===== config.mk =====
export PLATFORM = sky130hd
export DESIGN_NAME = sdio_host_cmd_phy
export DESIGN_NICKNAME = d
export VERILOG_FILES = /design/src/rtl/sdio_host_cmd_phy.sv
export SDC_FILE = /design/constraint.sdc
export NUM_CORES = 1
export LEC_CHECK = 0
export ABC_AREA = 1
export BUFFER_PORTS_ARGS = -buffer_cell sky130_fd_sc_hd__clkbuf_2
export CAP_MARGIN = 20
export CORE_MARGIN = 2
export CORE_UTILIZATION = 50
export CTS_CLUSTER_DIAMETER = 30
export DETAILED_ROUTE_END_ITERATION = 12
export PLACE_DENSITY = 0.84
export SYNTH_ARGS = -nofsm -noshare
export SYNTH_HDL_FRONTEND = slang
export SYNTH_SLANG_ARGS = --single-unit
export TNS_END_PERCENT = 30

===== constraint.sdc =====
create_clock -name sdio_clk_i -period 1.9 [get_ports sdio_clk_i]
set_input_delay 0.475 -clock sdio_clk_i [delete_from_list [all_inputs] [get_ports sdio_clk_i]]
set_output_delay 0.475 -clock sdio_clk_i [all_outputs]
set_load 0.005 [all_outputs]

===== src/rtl/sdio_host_cmd_phy.sv =====
// sdio_host_cmd_phy
//   Host-side SDIO CMD-line PHY. Shifts a 48-bit command frame
//   {start, dir=1, index, argument, CRC7, end} out on the CMD line, then releases
//   the line and captures the device response {start, dir=0, payload, CRC7, end}.
//   It reports CRC, framing and timeout status for the link layer above.
//
// Ports
//   sdio_clk_i         SDIO clock; all logic runs on its rising edge
//   rst_i              synchronous, active-high reset
//   cmd_stb_i          start a command; only looked at while idle
//   cmd_i[5:0]         command index
//   cmd_arg_i[31:0]    command argument
//   rsps_len_i[7:0]    response payload bits (0 = no response); values >127 clamp to 127
//   rsps_crc_en_i      check the response CRC7 (0 for R2/R3)
//   busy_o             transaction in progress
//   done_stb_o         one-cycle pulse when a transaction ends
//   rsps_o[127:0]      response payload, right-justified
//   rsps_crc_good_o    response CRC matched (forced 1 when checking is disabled)
//   rsps_frame_err_o   response dir bit was 1 or end bit was 0
//   rsps_timeout_o     no response start bit arrived in time
//   sdio_cmd_in_i      CMD line input from the pad
//   sdio_cmd_out_o     CMD line drive value
//   sdio_cmd_dir_o     1 = host drives the CMD line
//
// State      | meaning
// IDLE       | line released and high, waiting for cmd_stb
// TX_CMD     | driving start, dir and 38 bits of index/argument
// TX_CRC     | driving the 7 command CRC bits, MSB first
// TX_END     | driving the end bit
// RSP_WAIT   | line released; one turnaround cycle, then hunting for a start bit
// RSP_DIR    | dir bit of the response on the line
// RSP_DATA   | response payload bits on the line
// RSP_CRC    | response CRC bits on the line
// RSP_END    | response end bit on the line

module sdio_host_cmd_phy #(
  parameter int RSP_TIMEOUT = 64
) (
  input  logic         sdio_clk_i,
  input  logic         rst_i,
  input  logic         cmd_stb_i,
  input  logic [5:0]   cmd_i,
  input  logic [31:0]  cmd_arg_i,
  input  logic [7:0]   rsps_len_i,
  input  logic         rsps_crc_en_i,
  output logic         busy_o,
  output logic         done_stb_o,
  output logic [127:0] rsps_o,
  output logic         rsps_crc_good_o,
  output logic         rsps_frame_err_o,
  output logic         rsps_timeout_o,
  input  logic         sdio_cmd_in_i,
  output logic         sdio_cmd_out_o,
  output logic         sdio_cmd_dir_o
);

  typedef enum logic [3:0] {
    IDLE, TX_CMD, TX_CRC, TX_END, RSP_WAIT, RSP_DIR, RSP_DATA, RSP_CRC, RSP_END
  } state_e;

  localparam logic [7:0] TIMEOUT_CNT = 8'(RSP_TIMEOUT);

  // One step of the x^7+x^3+1 LFSR.
  function automatic logic [6:0] crc7_step(input logic [6:0] crc, input logic bit_in);
    logic fb;
    fb = bit_in ^ crc[6];
    return {crc[5:0], 1'b0} ^ (fb ? 7'h09 : 7'h00);
  endfunction

  state_e         state_q;
  logic [39:0]    shift_q;
  logic [6:0]     crc_q;
  logic [6:0]     crc_rx_q;
  logic [7:0]     cnt_q;
  logic [7:0]     len_q;
  logic           crc_en_q;
  logic [127:0]   rsps_q;
  logic           crc_good_q;
  logic           frame_err_q;
  logic           timeout_q;
  logic           out_q;
  logic           dir_q;
  logic           busy_q;
  logic           done_q;

  logic [6:0]     crc_tx_d;
  logic [6:0]     crc_rx_d;
  logic [7:0]     len_d;

  always_comb begin
    crc_tx_d = crc7_step(crc_q, shift_q[39]);
    crc_rx_d = crc7_step(crc_q, sdio_cmd_in_i);
    len_d    = rsps_len_i[7] ? 8'd127 : rsps_len_i;
  end

  always_ff @(posedge sdio_clk_i) begin
    done_q <= 1'b0;
    if (rst_i) begin
      state_q     <= IDLE;
      shift_q     <= '0;
      crc_q       <= '0;
      crc_rx_q    <= '0;
      cnt_q       <= '0;
      len_q       <= '0;
      crc_en_q    <= 1'b0;
      rsps_q      <= '0;
      crc_good_q  <= 1'b0;
      frame_err_q <= 1'b0;
      timeout_q   <= 1'b0;
      out_q       <= 1'b1;
      dir_q       <= 1'b0;
      busy_q      <= 1'b0;
    end else begin
      case (state_q)
        IDLE: begin
          out_q <= 1'b1;
          dir_q <= 1'b0;
          // The done_stb cycle still belongs to the finished transaction:
          // busy stays up and a coincident cmd_stb is not taken.
          if (cmd_stb_i && !done_q) begin
            // Start bit goes out now; shift_q[39] always holds the next bit to send.
            shift_q     <= {1'b1, cmd_i, cmd_arg_i, 1'b0};
            crc_q       <= crc7_step(7'd0, 1'b0);
            out_q       <= 1'b0;
            dir_q       <= 1'b1;
            cnt_q       <= '0;
            len_q       <= len_d;
            crc_en_q    <= rsps_crc_en_i;
            rsps_q      <= '0;
            crc_rx_q    <= '0;
            crc_good_q  <= 1'b0;
            frame_err_q <= 1'b0;
            timeout_q   <= 1'b0;
            busy_q      <= 1'b1;
            state_q     <= TX_CMD;
          end else begin
            busy_q <= 1'b0;
          end
        end
        TX_CMD: begin
          if (cnt_q == 8'd39) begin
            out_q   <= crc_q[6];
            crc_q   <= {crc_q[5:0], 1'b0};
            cnt_q   <= '0;
            state_q <= TX_CRC;
          end else begin
            out_q   <= shift_q[39];
            crc_q   <= crc_tx_d;
            shift_q <= {shift_q[38:0], 1'b0};
            cnt_q   <= cnt_q + 8'd1;
          end
        end
        TX_CRC: begin
          if (cnt_q == 8'd6) begin
            out_q   <= 1'b1;
            state_q <= TX_END;
          end else begin
            out_q <= crc_q[6];
            crc_q <= {crc_q[5:0], 1'b0};
            cnt_q <= cnt_q + 8'd1;
          end
        end
        TX_END: begin
          out_q <= 1'b1;
          dir_q <= 1'b0;
          cnt_q <= '0;
          if (len_q == 8'd0) begin
            done_q  <= 1'b1;
            state_q <= IDLE;
          end else begin
            state_q <= RSP_WAIT;
          end
        end
        RSP_WAIT: begin
          // cnt_q == 0 marks the unsampled turnaround cycle.
          if (cnt_q == 8'd0) begin
            cnt_q <= 8'd1;
          end else if (!sdio_cmd_in_i) begin
            crc_q   <= crc7_step(7'd0, sdio_cmd_in_i);
            cnt_q   <= '0;
            state_q <= RSP_DIR;
          end else if (cnt_q >= TIMEOUT_CNT) begin
            timeout_q <= 1'b1;
            done_q    <= 1'b1;
            state_q   <= IDLE;
          end else begin
            cnt_q <= cnt_q + 8'd1;
          end
        end
        RSP_DIR: begin
          if (sdio_cmd_in_i) frame_err_q <= 1'b1;
          crc_q   <= crc_rx_d;
          cnt_q   <= '0;
          state_q <= RSP_DATA;
        end
        RSP_DATA: begin
          rsps_q <= {rsps_q[126:0], sdio_cmd_in_i};
          crc_q  <= crc_rx_d;
          if (cnt_q == len_q - 8'd1) begin
            cnt_q   <= '0;
            state_q <= RSP_CRC;
          end else begin
            cnt_q <= cnt_q + 8'd1;
          end
        end
        RSP_CRC: begin
          crc_rx_q <= {crc_rx_q[5:0], sdio_cmd_in_i};
          if (cnt_q == 8'd6) begin
            cnt_q   <= '0;
            state_q <= RSP_END;
          end else begin
            cnt_q <= cnt_q + 8'd1;
          end
        end
        RSP_END: begin
          if (!sdio_cmd_in_i) frame_err_q <= 1'b1;
          crc_good_q <= !crc_en_q || (crc_rx_q == crc_q);
          done_q     <= 1'b1;
          state_q    <= IDLE;
        end
        default: begin
          out_q   <= 1'b1;
          dir_q   <= 1'b0;
          busy_q  <= 1'b0;
          state_q <= IDLE;
        end
      endcase
    end
  end

  assign busy_o           = busy_q;
  assign done_stb_o       = done_q;
  assign rsps_o           = rsps_q;
  assign rsps_crc_good_o  = crc_good_q;
  assign rsps_frame_err_o = frame_err_q;
  assign rsps_timeout_o   = timeout_q;
  assign sdio_cmd_out_o   = out_q;
  assign sdio_cmd_dir_o   = dir_q;

endmodule


## Word level (Yosys, flattened, before mapping)

Index checks and enable logic that the tools add are counted.

| storage, ports and cells | value |
|---|---|
| register bits | 210 |
| bits of input ports | 51 |
| output and inout bits | 135 |

| cells by class | value |
|---|---|
| multiplexer cells | 55 |
| bitwise logic cells | 4 |
| add/sub/neg operators | 2 |
| reduce and logical (&&, ||, !) cells | 30 |
| equality and inequality tests | 27 |
| magnitude comparators | 1 |

Operators with widths:

| cell | number |
|---|---|
| 128-bit one-hot mux with 2 select lines | 1 |
| 128-bit two-way mux | 1 |
| 40-bit two-way mux | 2 |
| 40-bit one-hot mux with 2 select lines | 1 |
| 8-bit two-way mux | 8 |
| 8-bit one-hot mux with 7 select lines | 1 |
| 7-bit two-way mux | 6 |
| 4-bit two-way mux | 10 |
| 7-bit one-hot mux with 5 select lines | 1 |
| 4-bit one-hot mux with 8 select lines | 1 |
| 2-bit inequality test (second input constant) | 13 |
| 4-bit by 3-bit == test with 1-bit output (second input constant) | 4 |
| 8-bit zero test | 2 |
| 1-bit two-way mux | 14 |
| 7-bit one-hot mux with 2 select lines | 1 |
| 7-bit by 4-bit bitwise XOR with 7-bit output | 2 |
| 5-bit AND reduction | 2 |
| 2-bit nonzero test | 5 |
| 8-bit by 1-bit adder with 8-bit output (second input constant) | 1 |
| 4-bit by 2-bit == test with 1-bit output (second input constant) | 2 |
| 8-bit by 3-bit == test with 1-bit output (second input constant) | 1 |
| 8-bit by 6-bit == test with 1-bit output (second input constant) | 1 |
| 8-bit == test | 1 |
| 8-bit by 7-bit >= comparator with 1-bit output (second input constant) | 1 |
| other kinds (26) | 37 |

## Longest topological paths before layout

| logic depth | value |
|---|---|
| depth in word-level cells | 5 |
| mapped depth | 14 |
| mapped depth without buffers | 14 |

## Least setup slack after synthesis

No wires, ideal clock.

| timing | value |
|---|---|
| path kind | reg2reg |
| start point | reg len_q[0] |
| end point | reg cnt_q[7] |
| setup time | 0.132 ns |
| arrival | 1.573 ns |
| setup slack | 0.195 ns |
| data required time | 1.768 ns |
| path buffers | 0 |
| stages on the path, launching flop included | 14 |
| clock period less this slack | 1.705 ns |
| path through | dfxtp_1 -> inv_1 -> ha_1 -> nand2_1 -> nor2_1 -> nand2_1 -> nand2_1 -> nand2_1 -> nor2_1 -> nand3_1 -> nand2_1 -> nand4_1 -> nand3_1 -> a21oi_1 |

| between the ends | value |
|---|---|
| longest elaborated chain between the ends | 4 |

RTL lines:

| item | RTL line | RTL |
|---|---|---|
| start: declaration | 75 | `logic [7:0] len_q;` |
| start signal: assignment | 127 | `len_q <= len_d;` |
| 8-bit by 1-bit subtractor with 8-bit output | 199 | `if (cnt_q == len_q - 8'd1) begin` |
| 8-bit == test | 199 |  |
| 8-bit two-way mux | 199 |  |
| 8-bit one-hot mux with 7 select lines | 114 | `case (state_q)` |
| end signal: assignment | 150 | `cnt_q <= cnt_q + 8'd1;` |
| end signal: assignment | 203 | `cnt_q <= cnt_q + 8'd1;` |
| end signal: assignment | 212 | `cnt_q <= cnt_q + 8'd1;` |
| end: declaration | 74 | `logic [7:0] cnt_q;` |

No other way between the ends.
A chain may end at the register's enable or synchronous reset.

## Final worst setup path

| timing | value |
|---|---|
| start point | reg len_q[0] |
| end point | reg cnt_q[1] |

The elaborated chain is that of the path after synthesis.

==> impl_metrics.env <==
export IMPL_outcome="complete, no violations"
export IMPL_path_buf_inv=3
export IMPL_crit_slowest_cell="dfxtp_2"
export IMPL_grt_pass1_vias=7934
export IMPL_tns_ns=0
export IMPL_hold_depth=3
export IMPL_ff2ff_path_depth=14
export IMPL_first_iter_violations=659
export IMPL_worst_slew_pin_slew_ns=0.689
export IMPL_numCtsBuffers=41
export IMPL_startpoint_type="flop"
export IMPL_cts_path_max_buffers=3
export IMPL_p_switching_w=0.00509
export IMPL_relSlewSlack=0.541
export IMPL_cts_htree_levels=2
export IMPL_num_fill_cells=1285
export IMPL_cts_sinks=208
export IMPL_holdWs_ns=0.207
export IMPL_fin_total_pwr_w=0.0166
export IMPL_r2r_start="len_q[0]"
export IMPL_worstPathMaxFanout=6
export IMPL_yosys_most_used_dff="dfxtp_1"
export IMPL_cp_common_cell="nand3_1"
export IMPL_netlist_cell_type_count=33
export IMPL_vias_per_cell=5.45
export IMPL_drive_gt1_frac=0.260
export IMPL_rr_endpoint="cnt_q[1]"
export IMPL_finalMaxSlewViolations=0
export IMPL_synth_top_cells_by_count="nand2_1, dfxtp_1, nand3_1"
export IMPL_yosysSeqAreaShare=0.483
export IMPL_ir_drop_mv=0.977
export IMPL_synth_area_leaders="dfxtp_1, nand2_1, nand3_1"
export IMPL_routed_wl_mm=23.2
export IMPL_p_int_w=0.0115
export IMPL_fin_crit_ns=1.81
export IMPL_area_growth_pct=33.9
export IMPL_crit_path_cell_trace="inv_2 -> ha_4 -> inv_2 -> nand2_2 -> nand2_1 -> nor2_2 -> nand3_1 -> nor2_1 -> nand3_1 -> nand2_2 -> nand4_1 -> buf_6 -> nand3_1 -> a21oi_1"
export IMPL_netlist_area_sq_um=8620
export IMPL_synth_top_cell_area_share=0.483
export IMPL_routedWlPerCell_microns=14.6
export IMPL_seqCellArea_sq_um=4170
export IMPL_gr_total_overflow=0
export IMPL_cts_tree="done"
export IMPL_finalNonFillerCells=1595
export IMPL_fin_nets=1400
export IMPL_power_frac_comb=0.242
export IMPL_io_buffer_count=185
export IMPL_place_inst=1515
export IMPL_rrSetupSlack_ns=0.09
export IMPL_rsz0062_at_grt="yes"
export IMPL_syn_instance_count=1146
export IMPL_cts_clk_slew_worst_paths_ns=0.04
export IMPL_antenna_found_initial=0
export IMPL_finalHoldViolCount=0
export IMPL_post_synth_top_count_cell="nand2_1"
export IMPL_hold_path_endpoint="crc_en_q"
export IMPL_start_util=0.516
export IMPL_clock_latency_ns=0.51
export IMPL_critPathCaptureType="flop"
export IMPL_fin_skew_ns=0.0203
export IMPL_power_density_nw_per_um2=1440
export IMPL_drv_cap=0
export IMPL_async_reset_ff_frac=0
export IMPL_min_path_type="in -> reg"
export IMPL_grt_pass1_wl_mm=37.5
export IMPL_swShare=0.307
export IMPL_fmax_mhz=552
export IMPL_crit_required_ns=2.26
export IMPL_gp_congestion=0.917
export IMPL_crit_arrival_ns=2.17
export IMPL_synth_edf_count=0
export IMPL_crit_type="reg -> reg"
export IMPL_drc_errors=0
export IMPL_fin_util=0.691
export IMPL_power_leakage_nw=4.73
export IMPL_die_w_microns=135
export IMPL_setup_violations=0
export IMPL_core_area_sq_um=16700
export IMPL_dr_pass1_iters=5
export IMPL_synthesis_nets=1202
export IMPL_synth_area_per_cell_sq_um=7.52
export IMPL_die_height_microns=135
export IMPL_grt_max_degree=98
export IMPL_synth_warnings=0
export IMPL_vias=8688
export IMPL_min_delay_start="rsps_crc_en_i"
export IMPL_num_io_pins=186
export IMPL_fin_crit_sh=0.953
export IMPL_cpPeakStageDelay_ns=0.33
export IMPL_rows=47
export IMPL_dpl_hpwl_mm=14.2
export IMPL_pwr_share_clk=0.445
export IMPL_seqPwrFrac=0.313
export IMPL_antenna_cells=0
export IMPL_crit_family="simple AND/OR/NAND/NOR gates"
export IMPL_track_usage=0.245
export IMPL_multi_input_area_sq_um=3980
export IMPL_synth_largest_area_cell="dfxtp_1"
export IMPL_synth_seq_cells=208
export IMPL_cts_root_buffer="clkbuf_16"
export IMPL_ant_nets=0
export IMPL_die_area_sq_um=18300
## layer usage
metal | vias to the layer above | global-route usage | share of wire
met4 | 0 | 0.0874 | 0.031
met5 | - | 0 | 0
met1 | 4018 | 0.317 | 0.42
met2 | 319 | 0.397 | 0.48
li1 | 4286 | - | -
met3 | 65 | 0.0625 | 0.069
## power by group through the flow
stage | combinational [W] | sequential, W | clock (W)
5_1_grt | 0.00445 | 0.00524 | 0.00772
4_1_cts | 0.00362 | 0.00516 | 0.00749
2_1_floorplan | 0.00258 | 0.00516 | 0
3_5_place_dp | 0.00354 | 0.00522 | 0
3_3_place_gp | 0.00349 | 0.00521 | 0
6_report | 0.00402 | 0.00519 | 0.00740
## cells by family (layout without fill, tap and decap cells)
kind of cell    count (synthesis)  in the layout  synth area share
xor+xnor                       14             14            0.0142
flops                         208            208             0.483
compound gates                264            264             0.163
simple gates                  523            523             0.264
fa+ha+maj                       5              5           0.00726
buf+inv                       132            361            0.0683
## worst max-delay path by stage
stage | from | to | slack, ns | cells after the start
final | len_q[0] | cnt_q[1] | 0.09 | 14
after global routing | len_q[1] | cnt_q[1] | -0.05 | 14
after CTS | len_q[0] | state_q[1] | -0.006 | 14
after detailed placement | len_q[1] | state_q[2] | -0.02 | 14
after global placement | state_q[3] | rsps_o[44] | 0.09 | 7
after floorplan | len_q[0] | cnt_q[7] | 0.20 | 13
## worst register-to-register path, delay by kind of cell (launching register included)
family / cells / cell delay (ns)
AND/OR/NAND/NOR: 9 / 0.76
AO/OA/AOI/OAI: 1 / 0.06
flip-flops: 1 / 0.33
adder cells (fa/ha/maj): 1 / 0.27
buffers and inverters: 3 / 0.26
## cell usage in the layout (no fill, tap or decap), drive strengths merged, types with 16 or more instances in the layout
cell | synthesis | final
nand3 | 165 | 165
nor2 | 45 | 45
clkbuf | 42 | 244
buf | 42 | 54
dfxtp | 208 | 208
a21oi | 162 | 162
a31oi | 37 | 37
nor3 | 16 | 16
o21ai | 51 | 51
nand2 | 285 | 285
inv | 48 | 48
## area by class of cell
type / count / share of cell area
clock buffers: 59 / 0.106
well taps: 220 / 0.0239
inverters: 48 / 0.0164
flip-flops and latches: 208 / 0.362
clock inverters: 15 / 0.0200
multi-input cells: 806 / 0.345
repair buffers: 239 / 0.127
## timing repair
item,CTS,global route
cloned,0,1
pin swaps,0,10
hold buffers,0,0
buffers inserted,0,5
endpoints found under the setup margin,4,147
gates resized for setup,4,46
## sequential cells by signal (all words and copies together) (netlist names)
signal            flops
rsps_o              128
shift_q              39
cnt_q                 8
crc_q                 7
crc_rx_q              7
len_q                 7
state_q               4
busy_o                1
crc_en_q              1
done_stb_o            1
rsps_crc_good_o       1
rsps_frame_err_o      1
rsps_timeout_o        1
sdio_cmd_dir_o        1
sdio_cmd_out_o        1
## stage by stage
step                      instance area, sq um  worst slack (ns)
after floorplan                           8620             0.195
after detailed placement                  9890           -0.0241
after global routing                     11500           -0.0476
after global placement                    9890            0.0920
final                                    11500            0.0893
after CTS                                11300          -0.00591
Power figures use the tool's default switching activity.
